`src/rtl/btu_pkg.sv`:
```
// Shared definitions for branch_target_unit: resolve opcodes, BTB counter
// constants and the BTB entry layout.
package btu_pkg;

  localparam logic [2:0] BTU_OP_BEQ  = 3'd0;
  localparam logic [2:0] BTU_OP_BNE  = 3'd1;
  localparam logic [2:0] BTU_OP_BLEZ = 3'd2;
  localparam logic [2:0] BTU_OP_BGTZ = 3'd3;
  localparam logic [2:0] BTU_OP_BLTZ = 3'd4;
  localparam logic [2:0] BTU_OP_BGEZ = 3'd5;

  localparam logic [1:0] CTR_WEAK_T = 2'b10;
  localparam logic [1:0] CTR_MAX    = 2'b11;
  localparam logic [1:0] CTR_MIN    = 2'b00;

  // Tag/target fields are sized for the widest supported XLEN; the top
  // module only uses the low TAG_W / XLEN bits of each.
  localparam int BTU_MAX_W = 64;

  typedef struct packed {
    logic                 valid;
    logic [BTU_MAX_W-1:0] tag;
    logic [BTU_MAX_W-1:0] target;
    logic [1:0]           ctr;
  } btb_entry_t;

endpackage

```
`src/rtl/btu_cond_eval.sv`:
```
// Combinational branch condition evaluator; the sign tests compare rs
// against zero as a signed value.
module btu_cond_eval
  import btu_pkg::*;
#(
  parameter int XLEN = 32
) (
  input  logic [2:0]      op,
  input  logic [XLEN-1:0] rs,
  input  logic [XLEN-1:0] rt,
  output logic            taken
);

  logic rs_neg;
  logic rs_zero;

  assign rs_neg  = rs[XLEN-1];
  assign rs_zero = (rs == '0);

  always_comb begin
    taken = 1'b0;
    case (op)
      BTU_OP_BEQ:  taken = (rs == rt);
      BTU_OP_BNE:  taken = (rs != rt);
      BTU_OP_BLEZ: taken = rs_neg || rs_zero;
      BTU_OP_BGTZ: taken = !rs_neg && !rs_zero;
      BTU_OP_BLTZ: taken = rs_neg;
      BTU_OP_BGEZ: taken = !rs_neg;
      default:     taken = 1'b0;
    endcase
  end

endmodule

```
`src/rtl/branch_target_unit.sv`:
```
// Branch target/condition resolution with registered PC redirect and a
// direct-mapped BTB for fetch prediction. Optional BTU_PERF_CNT_EN adds counters.
module branch_target_unit
  import btu_pkg::*;
#(
  parameter int XLEN      = 32,
  parameter int IMM_W     = 16,
  parameter int SHIFT     = 2,
  parameter int BTB_DEPTH = 16
) (
  input  logic             clk,
  input  logic             rst,
  input  logic [XLEN-1:0]  fetch_pc,
  output logic             pred_taken,
  output logic [XLEN-1:0]  pred_target,
  input  logic             res_valid,
  input  logic [2:0]       res_op,
  input  logic [XLEN-1:0]  res_pc,
  input  logic [IMM_W-1:0] res_imm,
  input  logic [XLEN-1:0]  res_rs,
  input  logic [XLEN-1:0]  res_rt,
  input  logic             res_pred_taken,
  input  logic [XLEN-1:0]  res_pred_target,
  output logic             redirect_valid,
  output logic [XLEN-1:0]  redirect_pc,
  output logic             br_taken_q,
  input  logic             flush
`ifdef BTU_PERF_CNT_EN
  ,
  output logic [31:0]      perf_branches,
  output logic [31:0]      perf_mispredicts
`endif
);

  localparam int IDX_W = $clog2(BTB_DEPTH);
  localparam int TAG_W = XLEN - SHIFT - IDX_W;

  function automatic logic [1:0] ctr_inc(input logic [1:0] c);
    return (c == CTR_MAX) ? c : c + 2'd1;
  endfunction

  function automatic logic [1:0] ctr_dec(input logic [1:0] c);
    return (c == CTR_MIN) ? c : c - 2'd1;
  endfunction

  btb_entry_t btb_q [BTB_DEPTH];
  btb_entry_t btb_d [BTB_DEPTH];

  // Fetch-side lookup sees the array as it stood before this cycle's update.
  logic [IDX_W-1:0] f_idx;
  logic [TAG_W-1:0] f_tag;
  logic             f_hit;

  assign f_idx = fetch_pc[SHIFT +: IDX_W];
  assign f_tag = fetch_pc[XLEN-1 -: TAG_W];
  assign f_hit = btb_q[f_idx].valid && (btb_q[f_idx].tag[TAG_W-1:0] == f_tag);

  assign pred_taken  = f_hit && btb_q[f_idx].ctr[1];
  assign pred_target = f_hit ? btb_q[f_idx].target[XLEN-1:0] : fetch_pc + XLEN'(4);

  logic signed [XLEN-1:0] imm_ext;
  logic [XLEN-1:0]        br_off;
  logic [XLEN-1:0]        fallthrough;
  logic [XLEN-1:0]        target;
  logic                   cond_taken;
  logic                   taken;
  logic                   mispredict;

  assign imm_ext     = XLEN'($signed(res_imm));
  assign br_off      = imm_ext << SHIFT;
  assign fallthrough = res_pc + XLEN'(4);
  assign target      = fallthrough + br_off;

  btu_cond_eval #(.XLEN(XLEN)) u_cond (
    .op    (res_op),
    .rs    (res_rs),
    .rt    (res_rt),
    .taken (cond_taken)
  );

  assign taken      = res_valid && cond_taken;
  assign mispredict = res_valid &&
                      ((taken != res_pred_taken) || (taken && (res_pred_target != target)));

  logic            redirect_valid_q, redirect_valid_d;
  logic [XLEN-1:0] redirect_pc_q, redirect_pc_d;
  logic            br_taken_d;

  always_comb begin
    redirect_valid_d = mispredict;
    redirect_pc_d    = redirect_pc_q;
    br_taken_d       = br_taken_q;
    if (res_valid) begin
      redirect_pc_d = taken ? target : fallthrough;
      br_taken_d    = taken;
    end
  end

  assign redirect_valid = redirect_valid_q;
  assign redirect_pc    = redirect_pc_q;

  logic [IDX_W-1:0] r_idx;
  logic [TAG_W-1:0] r_tag;
  logic             r_hit;

  assign r_idx = res_pc[SHIFT +: IDX_W];
  assign r_tag = res_pc[XLEN-1 -: TAG_W];
  assign r_hit = btb_q[r_idx].valid && (btb_q[r_idx].tag[TAG_W-1:0] == r_tag);

  // Flush takes priority over any allocation/update in the same cycle.
  always_comb begin
    btb_d = btb_q;
    if (flush) begin
      for (int i = 0; i < BTB_DEPTH; i++) btb_d[i].valid = 1'b0;
    end else if (res_valid) begin
      if (taken) begin
        btb_d[r_idx].target = BTU_MAX_W'(target);
        if (r_hit) begin
          btb_d[r_idx].ctr = ctr_inc(btb_q[r_idx].ctr);
        end else begin
          btb_d[r_idx].valid = 1'b1;
          btb_d[r_idx].tag   = BTU_MAX_W'(r_tag);
          btb_d[r_idx].ctr   = CTR_WEAK_T;
        end
      end else if (r_hit) begin
        btb_d[r_idx].ctr = ctr_dec(btb_q[r_idx].ctr);
      end
    end
  end

  // Only valid bits and redirect state need a reset; BTB payload is qualified by valid.
  always_ff @(posedge clk or posedge rst) begin
    if (rst) begin
      for (int i = 0; i < BTB_DEPTH; i++) btb_q[i].valid <= 1'b0;
      redirect_valid_q <= 1'b0;
      redirect_pc_q    <= '0;
      br_taken_q       <= 1'b0;
    end else begin
      btb_q            <= btb_d;
      redirect_valid_q <= redirect_valid_d;
      redirect_pc_q    <= redirect_pc_d;
      br_taken_q       <= br_taken_d;
    end
  end

`ifdef BTU_PERF_CNT_EN
  function automatic logic [31:0] sat_inc32(input logic [31:0] v);
    return (v == 32'hFFFF_FFFF) ? v : v + 32'd1;
  endfunction

  logic [31:0] perf_br_q, perf_br_d;
  logic [31:0] perf_mis_q, perf_mis_d;

  always_comb begin
    perf_br_d  = res_valid  ? sat_inc32(perf_br_q)  : perf_br_q;
    perf_mis_d = mispredict ? sat_inc32(perf_mis_q) : perf_mis_q;
  end

  always_ff @(posedge clk or posedge rst) begin
    if (rst) begin
      perf_br_q  <= '0;
      perf_mis_q <= '0;
    end else begin
      perf_br_q  <= perf_br_d;
      perf_mis_q <= perf_mis_d;
    end
  end

  assign perf_branches    = perf_br_q;
  assign perf_mispredicts = perf_mis_q;
`endif

endmodule

```
`config.mk`:
```
export PLATFORM = sky130hd
export DESIGN_NAME = branch_target_unit
export DESIGN_NICKNAME = d
export VERILOG_FILES = /design/src/rtl/btu_pkg.sv /design/src/rtl/btu_cond_eval.sv /design/src/rtl/branch_target_unit.sv
export SDC_FILE = /design/constraint.sdc
export NUM_CORES = 2
export LEC_CHECK = 0
export BUFFER_PORTS_ARGS = -buffer_cell sky130_fd_sc_hd__buf_2
export CAP_MARGIN = 20
export CORE_UTILIZATION = 40
export DETAILED_ROUTE_END_ITERATION = 16
export PLACE_DENSITY = 0.62
export SYNTH_ARGS = -nofsm -noshare
export SYNTH_HDL_FRONTEND = slang
export SYNTH_SLANG_ARGS = --single-unit
```
`constraint.sdc`:
```
create_clock -name clk -period 8.2 [get_ports clk]
set_input_delay 0.82 -clock clk [delete_from_list [all_inputs] [get_ports clk]]
set_output_delay 0.82 -clock clk [all_outputs]
set_load 0.005 [all_outputs]
```
# Word-level counts from Yosys, hierarchy flattened
# Index checks and enable logic that the tools add are counted.
# op_classes
n_addsub,5
multipliers,0
div,0
magnitude_cmp,3
n_eq_ne,12
shift,0
muxes,45
n_bitwise,4
reduce_logical,20
# ops
op,n
$bwmux W2096,6
$mux W2096,4
$demux W131 S4,4
$bmux W131 S4,2
$mux W131,5
$mux W130,1
$mux W66,1
$add A32 B3 Y32 const B,2
$mux W32,2
$ne A32 B32 Y1,2
$eq A26 B26 Y1,2
$add A32 B32 Y32,1
$eq A32 B32 Y1,1
$logic_not A32 Y1,1
$mux W1,16
$ge A5 B5 Y1 const B,2
$not A4 Y5,2
$logic_and A1 B1 Y1,8
$eq A3 B2 Y1 const B,2
$eq A3 B3 Y1 const B,2
$mux W2,3
$pmux W1 S6,1
$lt A5 B1 Y1 const B,1
$reduce_and A4 Y1,1
other kinds (13),17
# totals
register_bits,2130
latchBits,0
ram_bits,0
romBits,0
inputBits,184
out_inout_bits,67
wordCells,156
memories,0

# Logic depth before layout (Yosys ltp)
# depth
ltp_word,13
depth_mapped,22
depth_no_buf,19

# Hierarchy
# A second synthesis with hierarchy kept.
# unflattened
cells_unflattened,2653
area_unflattened_um2,47558.1
# modules_own_cells
mod,n_inst,cells_per_inst,area_per_inst_um2,seq_area_each_um2
branch_target_unit,1,2586,47027.6,30078.8
btu_cond_eval,1,67,530.5,0.0

# Worst setup path after synthesis
# No wires, ideal clock.
# synth_path
path_type,input to register
from,input port res_pc[3]
to,"register redirect_valid_q, in the netlist redirect_valid"
setup_time_ps,142
arrival_time_ps,5492
required_ps,8058
path_slack_ps,2566
cell_stages,18
path_buffers,4
path_cell_list,buf_2 > buf_2 > buf_2 > buf_1 > inv_1 > ha_1 > inv_1 > fa_1 > nand2b_1 > a21oi_1 > o21ai_0 > o311ai_1 > a211oi_1 > xnor2_1 > xor2_1 > or4_1 > nor4_1 > a41oi_1
# synth_via
elab_chain_len,6
# synth_lines
element,line_no,text
from (decl),branch_target_unit.sv:18,"input logic [XLEN-1:0] res_pc,"
$add A32 B3 Y32,branch_target_unit.sv:71,assign fallthrough = res_pc + XLEN'(4);
$add A32 B32 Y32,branch_target_unit.sv:72,assign target = fallthrough + br_off;
named net target[26],branch_target_unit.sv:64,logic [XLEN-1:0] target;
$ne A32 B32 Y1,branch_target_unit.sv:83,((taken != res_pred_taken) || (taken && (res_pred_target != target)));
$logic_and A1 B1 Y1,branch_target_unit.sv:83,
$logic_or A1 B1 Y1,branch_target_unit.sv:83,
$logic_and A1 B1 Y1,branch_target_unit.sv:82,assign mispredict = res_valid &&
named net mispredict,branch_target_unit.sv:67,logic mispredict;
to (signal assigned),branch_target_unit.sv:140,redirect_valid_q <= redirect_valid_d;
to (decl),branch_target_unit.sv:85,"logic redirect_valid_q, redirect_valid_d;"
# The timed path passes the listed nets, and every way through them passes these cells.
# A chain may end at the register's enable or synchronous reset.

# Final worst setup path
# layout_path
from,input port res_pc[2]
to,"register btb_q[70] (netlist bit), enable pin"
# layout_via
elab_chain_len,8
# layout_lines
element,line_no,text
$not A4 Y5 (implied by the code) *,branch_target_unit.sv:108,assign r_hit = btb_q[r_idx].valid && (btb_q[r_idx].tag[TAG_W-1:0] == r_tag);
$bmux W131 S4 *,branch_target_unit.sv:108,
$mux W131 * (2 in a row),--,
$eq A26 B26 Y1,branch_target_unit.sv:108,
$logic_and A1 B1 Y1 *,branch_target_unit.sv:108,
$reduce_bool A2 Y1 (no line) *,--,
$reduce_and A4 Y1 (no line) *,--,
to (signal assigned),branch_target_unit.sv:139,btb_q <= btb_d;
to (decl),branch_target_unit.sv:46,btb_entry_t btb_q [BTB_DEPTH];
# Mark *: on every way between the ends. The rest lies on a longest branch, timed or not. The select of a mux whose other input is x is not followed.

==> results.tsv <==
stage	metric	value	unit
outcome	outcome	completed	
synthesis	top post-synthesis cells by area	edfxtp_1 62%, mux4_2 21%, dfrtp_1 2.7%	
setup_path	highest cell delay on the worst timing path	810	ps
setup_path	CP bufs+invs	4	
placed_design	Place WS	1370	ps
sta	fmax	164	MHz
sta	fin worst setup slack	2110	ps
sta	post-route minimum period	6090	ps
placed_design	DPL Wire Length	93.9	mm
setup_path	CP Launch Type	input pin	
drt	Vias per Instance	6.09	
setup_path	nature of the critical path endpoint	flop	
setup_path	CP max stage cell	or2_1	
layout	commonest cells after routing, fill and taps aside	960 x edfxtp_1, 445 x mux4_2, 244 x buf_2, 114 x xnor2_1, 99 x clkbuf_16	
floorplanning	num ports	251	
layout	area of the multi-input gates	0.0162	mm²
sta	Worst slew margin	26.2	%
power_and_ir_drop	leakage power total	0.0176	µW
drt	Routed Antenna Nets	0	
global_route	vias in the first global route	27800	
setup_path	WS Path Type	in -> reg	
synthesis	register area share after synthesis	64.2	%
sta	setup violators final	0	
sta	clk_skew	31.1	ps
sta	Fin. Hold Viols	0	
synthesis	Mapped Cells	2529	
floorplanning	core area	0.116	mm²
cts	Clock H-tree levels	3	
run	max-cap violation count	0	
setup_path	Worst Path Required	8600	ps
sta	RSZ-0062 raised after global routing	false	
global_route	initial antenna violation count	24	
setup_path	critical path cell sequence	clkbuf_8 -> buf_4 -> mux4_2 -> mux4_2 -> xnor2_1 -> nand4_1 -> nor4_2 -> and3_1 -> or2_1 -> buf_4 -> nor2_4 -> buf_4	
floorplanning	full die area	0.118	mm²
drt	Residual DRC	0	
setup_path	Max FO, Critical Path	44	
cts	Clock Latency Late Sink	690	ps
setup_path	CP arrival	6490	ps
setup_path	most used cell, CP	buf_4	
cts	TritonCTS Sinks	1010	
sta	Setup TNS Final	0	ps
drt	DRT Pass-1 Iters	5	
cts	Max clock buf depth	3	
synthesis	post-synthesis compound-gate area fraction	2.90	%
floorplanning	Die Span Y	344	µm
synthesis	Mapped Area	0.0468	mm²
global_route	first-pass GRT wire length	201	mm
hold_path	min-delay worst type	in -> async	
floorplanning	Rows	125	
power_and_ir_drop	Pwr Density	224	mW/mm²
layout	Fillers	9721	
layout	Layout Utilization	46.4	%
layout	Area growth, synth to finish	15.1	%
synthesis	area leader, netlist	edfxtp_1	
drt	drt initial violations	2921	
sta	worst-margin pin slew	1110	ps
layout	commonest non-fill, non-tap cell in the layout	edfxtp_1	
synthesis	Synth cell types	68	
synthesis	Synth Area in XOR/XNOR	3.77	%
synthesis	multiplexer share of the synthesized area	22.0	%
synthesis	post-synthesis register bit count	1010	
layout	Nets	3051	
drt	via count	27000	
synthesis	yosys warns	0	
placed_design	PortBufs	250	
cts	CTS resizes	0	
drt	routed length per placed instance	31.9	µm
layout	share of cells above drive strength 1	34.1	%
synthesis	main combinational cell family by area after synthesis	multiplexers	
synthesis	EDFF count, synth	960	
synthesis	Primary FF master, synth	edfxtp_1	
synthesis	post-synthesis average cell area	18.5	µm²
global_route	gr ovfl total	0	
sta	Max Slew Vio Count	0	
global_route	largest net degree at the start of global routing	109	
cts	Root Driver	clkbuf_16	
layout	FF/Latch Area	0.0301	mm²
sta	Final Cycle Share	74.3	%
cts	buffer count from post-CTS setup fixing	0	
placed_design	placer congestion estimate	0.946	
cts	Clk pin slew, worst setup/hold paths	60	ps
floorplanning	Starting Density	40.3	%
power_and_ir_drop	Peak supply drop	0.170	mV
global_route	gr usage total	24.0	%
cts	CTS hold repair buffers	0	
synthesis	post-synthesis adder-cell area fraction	1.06	%
synthesis	Yosys top cell area share	61.6	%
synthesis	Synth Net Count	2752	
drt	routed wire length	142	mm
cts	TritonCTS clock tree	done	
synthesis	Simple-Gate Fraction of Synth Area	4.43	%
cts	TritonCTS Buffers	99	
synthesis	Async SR Flop Fraction	4.95	%
setup_path	CP delay by family, top	simple AND/OR/NAND/NOR gates	
floorplanning	die width	344	µm
-- routing by layer --
layer  part of all wire [%]  vias to the layer above  global-route usage [%]
li1                       -                    11100                       -
met2                     49                     1348                    39.5
met5                  0.095                        -                       0
met1                     39                    14300                    32.3
met3                    8.7                      269                    4.41
met4                    3.3                       22                    7.49
-- cell families after synthesis --
group | after synthesis
AND/OR/NAND/NOR | 421
buffers and inverters | 172
flip-flops | 1010
AO/OA/AOI/OAI | 216
adder cells (fa/ha/maj) | 39
multiplexers | 471
XOR/XNOR | 200
-- flip-flops by register name, indices dropped and copies added, names as in the netlist --
signal and count:
redirect_pc 32, br_taken_q 1, btb_q 976, redirect_valid 1
-- worst register-to-register path: stages (launching register included) --
cell	delay, ps
edfxtp_1	390
mux4_2	500
mux4_2	510
xnor2_1	550
nand4_1	260
nor4_2	470
and3_1	720
or2_1	810
buf_4	320
nor2_4	130
buf_4	310
-- synth_stat cells, types with 28 or more instances --
cell and count:
o21ai_0 48, inv_1 28, nor2_1 130, nand2_1 96
mux4_2 445, nand4_1 40, nand3_1 32, buf_2 43
a21oi_1 87, edfxtp_1 960, xnor2_1 114, dfrtp_1 50
ha_1 38, xor2_1 85, clkbuf_1 71
-- final timing paths --
path                                        end             from  cells after the start  slack, ps
worst max-delay path                  btb_q[70]        res_pc[2]                     12       2110
worst min-delay path                btb_q[1702]              rst                      3        390
worst max register to register        btb_q[70]        btb_q[67]                     10       2920
worst min register to register  redirect_pc[17]  redirect_pc[17]                      2        490
max in group asynchronous        redirect_pc[1]              rst                      3       7250
min in group clk                redirect_pc[17]  redirect_pc[17]                      2        490
-- layout make-up --
type / count / area share, %
Sequential cell: 1010 / 55.8
Multi-Input combinational cell: 1347 / 30.1
Clock buffer: 120 / 4.80
Timing Repair Buffer: 341 / 3.79
Tap cell: 1524 / 3.54
Clock inverter: 66 / 1.67
Inverter: 29 / 0.202
Antenna cell: 3 / 0.0139
-- per-stage QoR --
stage	hold WS [ps]	instance area [µm²]	instances	total power, µW
6_report	390	53900	4440	12100
5_1_grt	436	53900	4439	12400
4_1_cts	381	53800	4435	12100
3_5_place_dp	476	50400	4249	7340
3_3_place_gp	479	50300	4243	7310
2_1_floorplan	461	46800	2529	6720
-- power by group --
group	internal, µW	total, µW	switching [µW]
combinational	509	1370	856
clock	2840	4850	2010
sequential	5830	5860	32.2
total	9190	12100	2900
(Power assumes the default switching activity.)
